`src/rtl/cpu_cmd_sequencer.sv`:
```
// rtl/cpu_cmd_sequencer.sv - command queue and control sequencer for the cpu register-file datapath
// Queues LOAD/ADD/SUB/READ commands and drives the datapath pins with fixed hold times.
module cpu_cmd_sequencer #(
  parameter int DEPTH   = 4,
  parameter int ALU_CYC = 2
) (
  input  logic        clk,
  input  logic        rst_n,
  input  logic        cmd_valid,
  output logic        cmd_ready,
  input  logic [1:0]  cmd_op,
  input  logic [4:0]  cmd_ra,
  input  logic [4:0]  cmd_rb,
  input  logic [31:0] cmd_imm,
  input  logic        flush,
  output logic [4:0]  addressA,
  output logic [4:0]  addressB,
  output logic [31:0] dataIn,
  output logic [1:0]  opsel,
  output logic [1:0]  outsel,
  output logic        asel,
  output logic        bsel,
  output logic        oen,
  input  logic [31:0] dp_out,
  input  logic        dp_over,
  output logic        rsp_valid,
  output logic [31:0] rsp_data,
  output logic        rsp_ovf,
  output logic        ovf_sticky,
  input  logic        ovf_clr,
  output logic        busy
);
  localparam int AW = $clog2(DEPTH);
  localparam int CW = (ALU_CYC > 1) ? $clog2(ALU_CYC) : 1;
  localparam logic [1:0] OP_LOAD = 2'b00;
  localparam logic [1:0] OP_ADD  = 2'b01;
  localparam logic [1:0] OP_SUB  = 2'b10;
  localparam logic [1:0] OP_READ = 2'b11;

  typedef enum logic {IDLE, EXEC} state_t;
  state_t state, state_next;

  // Entry layout: {op[43:42], ra[41:37], rb[36:32], imm[31:0]}
  logic [43:0]   mem [DEPTH];
  logic [AW-1:0] wr_ptr, rd_ptr;
  logic [AW:0]   count, count_next;
  logic          push, pop;
  logic [43:0]   head;

  logic [1:0]    cur_op, cur_op_next;
  logic [CW-1:0] cnt, cnt_next;
  logic [4:0]    addr_a_next, addr_b_next;
  logic [31:0]   data_in_next, rsp_data_next;
  logic [1:0]    opsel_next, outsel_next;
  logic          asel_next, bsel_next, oen_next;
  logic          rsp_valid_next, rsp_ovf_next, sticky_next;

  assign push = cmd_valid && cmd_ready && !flush;
  assign pop  = (state == IDLE) && (count != '0) && !flush;
  assign head = mem[rd_ptr];
  assign busy = (state == EXEC) || (count != '0);

  always_comb begin
    count_next = count;
    if (flush) begin
      count_next = '0;
    end else if (push && !pop) begin
      count_next = count + 1'b1;
    end else if (pop && !push) begin
      count_next = count - 1'b1;
    end
  end

  always_ff @(posedge clk) begin
    if (push) mem[wr_ptr] <= {cmd_op, cmd_ra, cmd_rb, cmd_imm};
  end

  always_ff @(posedge clk or negedge rst_n) begin
    if (!rst_n) begin
      wr_ptr    <= '0;
      rd_ptr    <= '0;
      count     <= '0;
      cmd_ready <= 1'b1;
    end else begin
      if (flush) begin
        wr_ptr <= '0;
        rd_ptr <= '0;
      end else begin
        if (push) wr_ptr <= wr_ptr + AW'(1);
        if (pop)  rd_ptr <= rd_ptr + AW'(1);
      end
      count     <= count_next;
      cmd_ready <= (count_next != (AW+1)'(DEPTH));
    end
  end

  always_comb begin
    state_next     = state;
    cur_op_next    = cur_op;
    cnt_next       = cnt;
    addr_a_next    = addressA;
    addr_b_next    = addressB;
    data_in_next   = dataIn;
    opsel_next     = opsel;
    outsel_next    = outsel;
    asel_next      = asel;
    bsel_next      = bsel;
    oen_next       = oen;
    rsp_valid_next = 1'b0;
    rsp_data_next  = rsp_data;
    rsp_ovf_next   = rsp_ovf;
    sticky_next    = ovf_clr ? 1'b0 : ovf_sticky;
    case (state)
      IDLE: begin
        if (pop) begin
          state_next   = EXEC;
          cur_op_next  = head[43:42];
          cnt_next     = (head[43:42] == OP_ADD || head[43:42] == OP_SUB) ? CW'(ALU_CYC - 1) : '0;
          addr_a_next  = head[41:37];
          addr_b_next  = head[36:32];
          data_in_next = 32'd0;
          opsel_next   = 2'b01;
          outsel_next  = 2'b00;
          asel_next    = 1'b1;
          bsel_next    = 1'b0;
          oen_next     = 1'b1;
          case (head[43:42])
            OP_LOAD: begin
              addr_a_next  = 5'd0;
              data_in_next = head[31:0];
              asel_next    = 1'b0;
            end
            OP_ADD, OP_SUB: begin
              opsel_next  = (head[43:42] == OP_ADD) ? 2'b00 : 2'b01;
              outsel_next = 2'b01;
              bsel_next   = 1'b1;
            end
            default: addr_b_next = head[41:37];
          endcase
        end
      end
      EXEC: begin
        if (cnt == '0) begin
          state_next   = IDLE;
          addr_a_next  = 5'd0;
          addr_b_next  = 5'd0;
          data_in_next = 32'd0;
          opsel_next   = 2'b01;
          outsel_next  = 2'b00;
          asel_next    = 1'b1;
          bsel_next    = 1'b0;
          oen_next     = 1'b0;
          if (cur_op != OP_LOAD) begin
            rsp_valid_next = 1'b1;
            rsp_data_next  = dp_out;
            rsp_ovf_next   = (cur_op != OP_READ) && dp_over;
          end
          // Set beats a same-cycle clear.
          if ((cur_op == OP_ADD || cur_op == OP_SUB) && dp_over) sticky_next = 1'b1;
        end else begin
          cnt_next = cnt - 1'b1;
        end
      end
    endcase
  end

  always_ff @(posedge clk or negedge rst_n) begin
    if (!rst_n) begin
      state      <= IDLE;
      cur_op     <= OP_LOAD;
      cnt        <= '0;
      addressA   <= 5'd0;
      addressB   <= 5'd0;
      dataIn     <= 32'd0;
      opsel      <= 2'b01;
      outsel     <= 2'b00;
      asel       <= 1'b1;
      bsel       <= 1'b0;
      oen        <= 1'b0;
      rsp_valid  <= 1'b0;
      rsp_data   <= 32'd0;
      rsp_ovf    <= 1'b0;
      ovf_sticky <= 1'b0;
    end else begin
      state      <= state_next;
      cur_op     <= cur_op_next;
      cnt        <= cnt_next;
      addressA   <= addr_a_next;
      addressB   <= addr_b_next;
      dataIn     <= data_in_next;
      opsel      <= opsel_next;
      outsel     <= outsel_next;
      asel       <= asel_next;
      bsel       <= bsel_next;
      oen        <= oen_next;
      rsp_valid  <= rsp_valid_next;
      rsp_data   <= rsp_data_next;
      rsp_ovf    <= rsp_ovf_next;
      ovf_sticky <= sticky_next;
    end
  end
endmodule
```
`config.mk`:
```
export PLATFORM = sky130hd
export DESIGN_NAME = cpu_cmd_sequencer
export DESIGN_NICKNAME = d
export VERILOG_FILES = /design/src/rtl/cpu_cmd_sequencer.sv
export SDC_FILE = /design/constraint.sdc
export NUM_CORES = 1
export LEC_CHECK = 0
export CELL_PAD_IN_SITES_DETAIL_PLACEMENT = 0
export CELL_PAD_IN_SITES_GLOBAL_PLACEMENT = 1
export CORE_MARGIN = 2
export CORE_UTILIZATION = 47
export CTS_BUF_LIST = sky130_fd_sc_hd__clkbuf_4
export CTS_CLUSTER_DIAMETER = 60
export DETAILED_ROUTE_END_ITERATION = 7
export PLACE_DENSITY_LB_ADDON = 0.1
export SLEW_MARGIN = 10
export SYNTH_ARGS = -nofsm -noshare
export SYNTH_HDL_FRONTEND = slang
export SYNTH_SLANG_ARGS = --single-unit
export TNS_END_PERCENT = 20
```
`constraint.sdc`:
```
create_clock -name clk -period 5 [get_ports clk]
set_input_delay 0.75 -clock clk [delete_from_list [all_inputs] [get_ports clk]]
set_output_delay 0.75 -clock clk [all_outputs]
set_load 0.05 [all_outputs]
```
# ---- Word level (Yosys, flattened, before mapping)
# Memories as Yosys holds them, arrays and structs flattened.
# Index checks and enable logic that the tools add are counted.
dict set report word_totals {
  register_bits 96
  mem_bits_rw 176
  inputBits 82
  out_inout_bits 86
  wordCells 112
  memories 1
}
dict set report classes {
  n_addsub 5
  eq_ne 8
  mux 53
  bitwise 2
  reduce_logical 24
}
# memory depth word_bits rd rd_ports_with_merged_regs wr line
set mem_list {}
lappend mem_list {mem 4 44 1 0 1 44} ;# logic [43:0] mem [DEPTH];
# cell n
set op_table {}
lappend op_table {{$mux 32} 3}
lappend op_table {{$pmux 32 s2} 1}
lappend op_table {{$mux 5} 5}
lappend op_table {{$mux 1} 24}
lappend op_table {{$pmux 5 s2} 2}
lappend op_table {{$mux 2} 8}
lappend op_table {{$pmux 1 s2} 5}
lappend op_table {{$mux 3} 3}
lappend op_table {{$logic_and 1x1->1} 8}
lappend op_table {{$pmux 2 s2} 2}
lappend op_table {{$ne 2x2->1 const B} 3}
lappend op_table {{$reduce_bool 2->1} 3}
lappend op_table {{$add 2x1->2 const B} 2}
lappend op_table {{$eq 2x1->1 const B} 2}
lappend op_table {{$eq 2x2->1 const B} 2}
lappend op_table {{$reduce_and 2->1} 2}
lappend op_table {{$add 3x1->3 const B} 1}
lappend op_table {{$logic_not 1->1} 3}
lappend op_table {{$logic_or 1x1->1} 3}
lappend op_table {{$ne 3x3->1 const B} 1}
lappend op_table {{$reduce_and 3->1} 1}
lappend op_table {{$reduce_bool 3->1} 1}
lappend op_table {{$reduce_or 3->1} 1}
lappend op_table {{$sub 3x1->3 const B} 1}
lappend op_table {{4 further kinds} 5}

# ---- Depth between registers and ports, before layout
# Gate-level depths: netlist of run 1.
dict set report logic_depth {
  word_depth 8
  ltp_mapped 10
  mapped_depth_nobuf 7
}

# ---- Least setup slack after synthesis of run 1
# Ideal clock, no wire load.
dict set report synth_timing {
  path_type {input -> register}
  start {in flush}
  end {mem mem[3][0] (enable)}
  setup_ps 509
  t_arrival_ps 4229
  setup_slack_ps 262
  stages 2
  n_path_buf 1
  path_cell_list {clkbuf_1 -> nor3b_1}
}
dict set report synth_between {
  elab_chain_len 4
}
# item line
set synth_lines {}
lappend synth_lines {{from (decl)} 15} ;# input logic flush,
lappend synth_lines {{$logic_not 1->1} 58} ;# assign push = cmd_valid && cmd_ready && !flush;
lappend synth_lines {{$logic_and 1x1->1} 58}
lappend synth_lines {{$mux 1} 75} ;# if (push) mem[wr_ptr] <= {cmd_op, cmd_ra, cmd_rb, cmd_imm};
lappend synth_lines {{$mux 1 (not written as such)} 75}
lappend synth_lines {{to (decl)} 44}
# Every way passes these cells.

# ---- Worst setup path in the final report of run 1
dict set report layout_timing {
  start {reg count[0]}
  end {out busy}
}
dict set report layout_between {
  elab_chain_len 2
}
# item line
set layout_lines {}
lappend layout_lines {{from (decl)} 46} ;# logic [AW:0] count, count_next;
lappend layout_lines {{from (signal assigned)} 92} ;# count <= count_next;
lappend layout_lines {{$reduce_bool 3->1} 61} ;# assign busy = (state == EXEC) || (count != '0);
lappend layout_lines {{$logic_or 1x1->1} 61}
lappend layout_lines {{to (decl)} 31} ;# output logic busy
# Every way passes these cells.

==> results of run 1 <==
==> cell usage after synthesis (6+ instances only) <==
master      n  share of area
dfrtp_1    90           0.22
nor2_1      8         0.0029
mux2_2     31          0.034
o21ai_0    12         0.0059
buf_2      16         0.0078
ha_1       12          0.015
a22o_1     33          0.028
clkbuf_1    6         0.0022
edfxtp_1  176           0.52
nand2_1    15         0.0055
inv_1      10         0.0037
mux4_2     49           0.11
==> state kept, by name, indices dropped and copies added, names as in the netlist <==
register / count
dataIn: 32
bsel: 1
cnt: 1
addressB: 5
rsp_data: 32
ovf_sticky: 1
rsp_valid: 1
cmd_ready: 1
cur_op: 2
rd_ptr: 2
addressA: 5
wr_ptr: 2
oen: 1
rsp_ovf: 1
opsel: 1
mem: 176
asel: 1
state: 1
count: 3
==> worst register-to-register path: stages (launching register included) <==
cell and delay, ns:
dfrtp_4 0.69, mux4_2 0.59, inv_1 0.11, ha_1 0.18, and2_2 0.65, a22o_1 0.26
==> metrics by stage <==
step                setup WS [ns]  std cells  hold WS, ns  power [mW]  utilization
global placement             1.88        941        0.455        6.17        0.562
finish                       1.91       1073       0.0940        8.06        0.606
floorplan                   0.262        522        0.454        5.26            -
global route                 1.79       1073       0.0953        8.50        0.606
CTS                          1.84       1071       0.0635        8.18        0.606
detailed placement           1.83        941        0.462        6.21        0.562
==> cell families after synthesis <==
family | count (synthesis) | synth area share
flops | 269 | 0.743
mux | 86 | 0.148
compound gates | 57 | 0.0432
simple gates | 46 | 0.0229
buf+inv | 44 | 0.0235
fa+ha+maj | 12 | 0.0146
xor+xnor | 6 | 0.00512
other cells | 1 | 0.000366
==> final cells by class <==
type	instances	area (µm²)
fill	1629	8520
timing repair buffer	173	1710
inverter	10	37.5
clock inverter	23	148
multi-input combinational	209	2420
sequential	269	7620
antenna	2	5.00
clock buffer	107	803
tap	280	350
==> layer usage <==
| metal | wire, µm | vias to the layer above | GRT usage |
|---|---|---|---|
| met3 | 1820 | 39 | 0.0539 |
| met5 | 0 | - | 0 |
| met4 | 395 | 0 | 0.0718 |
| li1 | - | 2516 | - |
| met2 | 9460 | 223 | 0.290 |
| met1 | 8430 | 2729 | 0.226 |
==> how the worst max path moves through the flow <==
stage | startpoint | to | cells after the start
global route | count[0] | busy | 5
detailed placement | flush | dataIn[27] | 4
floorplan | flush | mem[3][0] | 2
global placement | flush | dataIn[18] | 4
CTS | count[0] | busy | 5
finish | count[0] | busy | 5
==> power groups by stage <==
| stage | Clock, mW | Combinational, mW | Sequential, mW |
|---|---|---|---|
| 2_1_floorplan | 0 | 1.17 | 4.09 |
| 3_3_place_gp | 0 | 3.03 | 3.14 |
| 3_5_place_dp | 0 | 3.06 | 3.15 |
| 4_1_cts | 2.00 | 3.06 | 3.12 |
| 5_1_grt | 2.13 | 3.22 | 3.16 |
| 6_report | 1.93 | 3.02 | 3.10 |
==> qor.yml, run 1 <==
grt_overflow: 0
seqPwrFrac: 0.385
fmax_ghz: 0.323
synth-edff-count: 176
yosysUniqueCellTypes: 39
start_util: 0.474
cts_buffers: 70
finalNetCount: 827
rsz0062_at_grt: "no"
final_area_um2: 13100
ioPinCount: 168
dr.first_iter.drc_count: 208
hp-class: "in2async"
synth-warning-count: 0
final_cell_mix: "edfxtp_1 (176), clkdlybuf4s50_1 (164), clkbuf_4 (107)"
netlist_instances: 521
fin_crit_sh: 0.618
clk_latency_ns: 0.67
vias_per_cell: 5.13
rows: 54
routedWlPerCell_um: 18.7
root_buffer: "clkbuf_4"
p_leak_nw: 4.82
die_h_um: 152
p_clk_frac: 0.240
firstDrtPassIters: 5
arrival_ns: 2.34
drive_gt1_frac: 0.273
path_clk_slew_ns: 0.06
r2r-end: "dataIn[23]"
cts-htree-levels: 3
reg2regPathDepth: 5
ir_drop_uv: 313
required_ns: 4.25
slowest_stage: "clkdlybuf4s50_1"
status: "finished, final reports clean"
ys_seq_area_frac: 0.743
tightest_slew_ns: 0.789
grt_first_pass_wirelength_um: 30800
postRouteAntennaNets: 0
hold_viol_final: 0
grt_pass1_vias: 5822
hpwl_um: 11700
switching_share: 0.367
post-route-drc-count: 0
max-slew-margin-rel: 0.474
crit_chain: "inv_1 > ha_1 > nor2b_2 > nand2b_1 > clkdlybuf4s50_1"
gp_congestion: 0.696
antenna_found_initial: 1
cts_resized: 0
clock_path_buffers: 3
wl_um: 20100
p_switching_mw: 2.96
fin_tns_setup_ns: 0
dieArea_um2: 23000
fin_skew_ns: 0.0410
ys_ff_latch: 269
r2r_slack_ns: 2.44
dr_total_vias: 5507
setup.worst_path.end_class: "output port"
mostFrequentLayoutCell: "edfxtp_1"
clock-sinks: 269
drv.max_cap_violation_count: 0
internal_power_mw: 5.10
comb_power_share: 0.375
grt_usage: 0.178
cts_tree: "built"
path_buf_inv: 2
placedInstanceArea_um2: 12100
layout_min_cycle_time_ns: 3.09
powerDensity_nw_per_um2: 615
die_w_um: 152
coreArea_um2: 21600
synth_area_um2: 10300
synthFlopType: "edfxtp_1"
reg2reg_from: "rd_ptr[0]"
crit_type: "reg2out"
placement.io_buffers: 165
cp_top_family: "buffers and inverters"
postCtsSetupRepairBufs: 0
cp_slowest_stage_delay_ns: 0.81
cp_max_fo: 7
cts_hold_buf: 0
critPathLaunchType: "flip-flop"
synthArstFlopShare: 0.346
grt_max_degree: 52
setup_violations: 0
syn_area_per_cell_um2: 19.7
area.growth.synth_to_final_pct: 27.7
slew_violations: 0
Note: power is estimated with default switching activity, not from simulation.
==> run 2, diff against run 1 <==
Clock period 5 ns to 3 ns, I/O delays scaled along.
==> run 2 against run 1 <==
Net effect: die area is the same; flip-flop and latch count did not move; highest routed layer is now met5; final area up 0.91%; final cell count rose by 0.28%; worst hold slack better by 0.29 ns; global-route usage up 0.22 points; clock power is 67% higher; setup slack lost 1.7 ns.
==> qor.yml, run 2 (synthesis results as in run 1) <==
routedWlPerCell_um: 18.9
hp-class: "in2async"
slew_violations: 0
path_clk_slew_ns: 0.06
fin_tns_setup_ns: 0
cts_tree: "built"
critPathLaunchType: "flip-flop"
setup.worst_path.end_class: "output port"
crit_type: "reg2out"
post-place-ws_ns: 0.532
required_ns: 2.55
coreArea_um2: 21600
crit_chain: "inv_1 > ha_1 > nor2b_2 > nand2b_1 > clkdlybuf4s50_1"
path_buf_inv: 2
grt_max_degree: 54
die_h_um: 152
top_register: "mem"
postCtsSetupRepairBufs: 0
start_util: 0.474
final_cell_mix: "edfxtp_1 (176), clkdlybuf4s50_1 (164), clkbuf_4 (116)"
hold_viol_final: 0
layout_min_cycle_time_ns: 2.80
cp_top_family: "buffers and inverters"
largest_register_ffs: 176
grt_first_pass_wirelength_um: 31000
fin_crit_sh: 0.934
p_leak_nw: 4.89
fin_skew_ns: 0.0296
ir_drop_uv: 493
placement.io_buffers: 165
multi_input_area_um2: 2450
fillCellCount: 1665
dr_total_vias: 5570
rows: 54
vias_per_cell: 5.18
clk_latency_ns: 0.64
max-slew-margin-rel: 0.465
cp_max_fo: 7
clock-sinks: 269
drive_gt1_frac: 0.284
finalNetCount: 831
tightest_slew_ns: 0.803
clock_path_buffers: 3
cts_buffers: 70
powerDensity_nw_per_um2: 1020
grt_overflow: 0
cts-htree-levels: 3
status: "finished, final reports clean"
firstDrtPassIters: 4
postRouteAntennaNets: 0
ioPinCount: 168
die_w_um: 152
grt_pass1_vias: 5846
rsz0062_at_grt: "no"
dr.first_iter.drc_count: 274
mostFrequentLayoutCell: "edfxtp_1"
finalWorstSetupSlack_ns: 0.199
fmax_ghz: 0.357
regArea_um2: 7620
dieArea_um2: 23000
cts_resized: 0
hpwl_um: 12100
wl_um: 20300
post-route-drc-count: 0
antenna_found_initial: 3
gp_congestion: 0.681
final_area_um2: 13200
placedInstanceArea_um2: 12300
drv.max_cap_violation_count: 0
arrival_ns: 2.35
root_buffer: "clkbuf_4"
cts_hold_buf: 1
setup_violations: 0
slowest_stage: "clkdlybuf4s50_1"
whs_ns: 0.386
grt_usage: 0.181
cp_slowest_stage_delay_ns: 0.81
top_regs: "mem: 176 flops, dataIn: 32 flops, rsp_data: 32 flops"
area.growth.synth_to_final_pct: 28.9
[run 2: cell count changes in the layout (fill, tap and decap cells not counted), sizes merged]
cell | previous run | this run
bufinv | 2 | 1
clkinvlp | 2 | 0
diode | 2 | 1
clkbuf | 107 | 116
clkinv | 17 | 11
buf | 9 | 12
dlygate4sd3 | 0 | 1
[run 2: stage by stage]
stage / std cells / utilization / power, mW
2_1_floorplan: 522 / - / 8.77
3_3_place_gp: 944 / 0.567 / 10.3
3_5_place_dp: 944 / 0.567 / 10.4
4_1_cts: 1075 / 0.611 / 13.7
5_1_grt: 1076 / 0.611 / 14.2
6_report: 1076 / 0.611 / 13.5
[run 2: power breakdown]
| part | leakage, nW | internal (mW) | switching (mW) |
|---|---|---|---|
| clock network | 0.578 | 1.83 | 1.39 |
| registers | 2.78 | 4.71 | 0.408 |
| logic | 1.52 | 2.03 | 3.13 |
[run 2: path summary, 6_finish.rpt]
check / start / end / slack, ns / cells past startpoint
worst max-delay path: count[0] / busy / 0.20 / 5
max in group asynchronous: rst_n / dataIn[17] / 1.92 / 3
worst min-delay path: rst_n / addressA[2] / 0.39 / 2
worst max register to register: rd_ptr[0] / dataIn[7] / 0.58 / 5
worst min register to register: oen / oen / 0.48 / 2
min in group clk: dp_out[20] / rsp_data[20] / 0.43 / 2
[run 2: layout make-up]
type	instances	area share
well taps	280	0.0265
multi-input cells	209	0.185
clock inverters	14	0.00615
diodes	1	0.000189
repair buffers	177	0.137
inverters	10	0.00284
clock buffers	116	0.0659
flip-flops and latches	269	0.577
[run 2: worst register-to-register path: cells and delay by family (launching register included)]
| family | cells | cell delay, ns |
|---|---|---|
| compound gates | 1 | 0.27 |
| buf+inv | 1 | 0.09 |
| flops | 1 | 0.57 |
| mux | 1 | 0.57 |
| simple gates | 1 | 0.68 |
| fa+ha+maj | 1 | 0.17 |
[run 2: metal layers]
layer / track usage / vias to the layer above / share of wire
met5: 0 / - / 0.0011
met4: 0.0718 / 4 / 0.015
met3: 0.0515 / 27 / 0.073
met2: 0.291 / 205 / 0.49
met1: 0.234 / 2798 / 0.43
li1: - / 2536 / -
==> run 3, diff against run 2 <==
Settings changed: CORE_ASPECT_RATIO set to 2, CTS_CLUSTER_SIZE set to 24.
==> run 3 against run 2 <==
Net effect: total power is 14% lower; first-iteration DRC count up 1.1%; combinational power about the same; sequential share of layout area grew 3.5 points; flip-flop and latch count is the same; largest power group unchanged; fmax is 10% higher; register-to-register slack lost 0.02 ns; final cell count decreased by 10%; global-route usage fell by 0.39 points; non-clock buffer count unchanged; sequential power is essentially flat; critical endpoint is now asel.
==> qor.yml, run 3 (synthesis results as in run 1) <==
slew_violations: 0
final_core_util: 0.580
postRouteAntennaNets: 0
cp_top_family: "buffers and inverters"
arrival_ns: 2.09
final_cell_mix: "edfxtp_1 (176), clkdlybuf4s50_1 (163), dfrtp_1 (88)"
placement.io_buffers: 165
cts_tree: "built"
post-route-drc-count: 0
start_util: 0.477
reg2reg_from: "rd_ptr[0]"
path_buf_inv: 1
drv.max_cap_violation_count: 0
setup.worst_path.end_class: "output port"
setup_violations: 0
clock-sinks: 269
startpoint: "asel"
critPathLaunchType: "flip-flop"
drive_gt1_frac: 0.190
max-slew-margin-rel: 0.486
p_switching_mw: 4.58
die_h_um: 213
finalNetCount: 776
status: "finished, final reports clean"
crit_type: "reg2out"
rsz0062_at_grt: "no"
cts-htree-levels: 1
internal_power_mw: 7.08
grt_pass1_vias: 5614
clk_latency_ns: 0.68
critPathCapture: "asel"
tightest_slew_ns: 0.771
post-place-ws_ns: 0.583
r2r_slack_ns: 0.56
path_depth: 1
grt_overflow: 0
ir_drop_uv: 520
hold_viol_final: 0
stdcell_count: 966
dp.cells: 937
path_clk_slew_ns: 0.23
switching_share: 0.393
hp-class: "in2async"
firstDrtPassIters: 4
grt_first_pass_wirelength_um: 31000
seqPwrFrac: 0.437
die_w_um: 108
cts_buffers: 15
cp_slowest_stage_delay_ns: 0.81
fmax_ghz: 0.394
grt_max_degree: 55
gp_congestion: 0.709
reg2regPathDepth: 5
p_leak_nw: 4.44
top_regs: "mem: 176 flops, dataIn: 32 flops, rsp_data: 32 flops"
powerDensity_nw_per_um2: 936
finalWorstSetupSlack_ns: 0.465
p_clk_frac: 0.121
layout_min_cycle_time_ns: 2.54
routedWlPerCell_um: 20.6
largest_register_ffs: 176
fin_crit_sh: 0.845
rows: 76
grt_usage: 0.177
dr_total_vias: 5233
r2r-end: "dataIn[10]"
coreArea_um2: 21500
dr.first_iter.drc_count: 277
hpwl_um: 12700
required_ns: 2.55
crit_chain: "clkdlybuf4s50_1"
wl_um: 19900
root_buffer: "clkbuf_4"
ioPinCount: 168
top_register: "mem"
vias_per_cell: 5.42
mostFrequentLayoutCell: "edfxtp_1"
slowest_stage: "clkdlybuf4s50_1"
cp_max_fo: 2
comb_power_share: 0.442
fin_skew_ns: 0.0540
postCtsSetupRepairBufs: 0
clock_path_buffers: 3
antenna_found_initial: 2
dieArea_um2: 23100
area.growth.synth_to_final_pct: 21.5
fin_tns_setup_ns: 0
-- run 3: cell types whose count changed in the layout (fill, tap and decap cells not counted), sizes merged --
cell | previous run | this run
clkbuf | 116 | 23
clkinv | 11 | 1
bufinv | 1 | 0
clkdlybuf4s50 | 164 | 163
diode | 1 | 2
dlymetal6s2s | 0 | 1
-- run 3: cell type report --
type	instances	area [µm²]
Clock buffer	23	173
Sequential cell	269	7620
Inverter	10	37.5
Timing Repair Buffer	177	1810
Tap cell	273	342
Clock inverter	3	28.8
Fill cell	1728	9030
Antenna cell	2	5.00
Multi-Input combinational cell	209	2450
-- run 3: how the worst min path moves through the flow --
| stage | startpoint | end | slack [ns] |
|---|---|---|---|
| floorplan | rst_n | addressA[0] | 0.15 |
| global placement | asel | asel | 0.46 |
| detailed placement | asel | asel | 0.46 |
| CTS | rst_n | dataIn[31] | 0.26 |
| global route | rst_n | count[1] | 0.28 |
| finish | rst_n | dataIn[31] | 0.29 |
-- run 3: what timing repair did --
action	4_1_cts	5_1_grt
endpoints found under the setup margin	0	1
gates resized for setup	0	1
hold endpoints to repair	38	0
hold buffers	1	0
-- run 3: stage by stage --
step / hold WS [ns] / power (mW) / area (µm²)
final: 0.291 / 11.7 / 12500
after global routing: 0.276 / 12.3 / 12500
after CTS: 0.260 / 11.8 / 12500
after detailed placement: 0.464 / 10.4 / 12200
after global placement: 0.456 / 10.3 / 12200
after floorplan: 0.154 / 8.77 / 10300
-- run 3: power by group through the flow --
stage                     Combinational, mW  Clock (mW)  Sequential (mW)
after CTS                              5.23        1.50             5.11
after detailed placement               5.22           0             5.19
after floorplan                        1.96           0             6.81
final                                  5.15        1.42             5.10
after global placement                 5.16           0             5.17
after global routing                   5.47        1.62             5.19
-- run 3: per-layer routing --
metal  vias up  share of wire  GRT usage
li1       2354              -          -
met1      2705           0.38      0.214
met2       152           0.55      0.327
met3        22          0.049     0.0247
met4         0          0.017     0.0447
met5         -              0          0
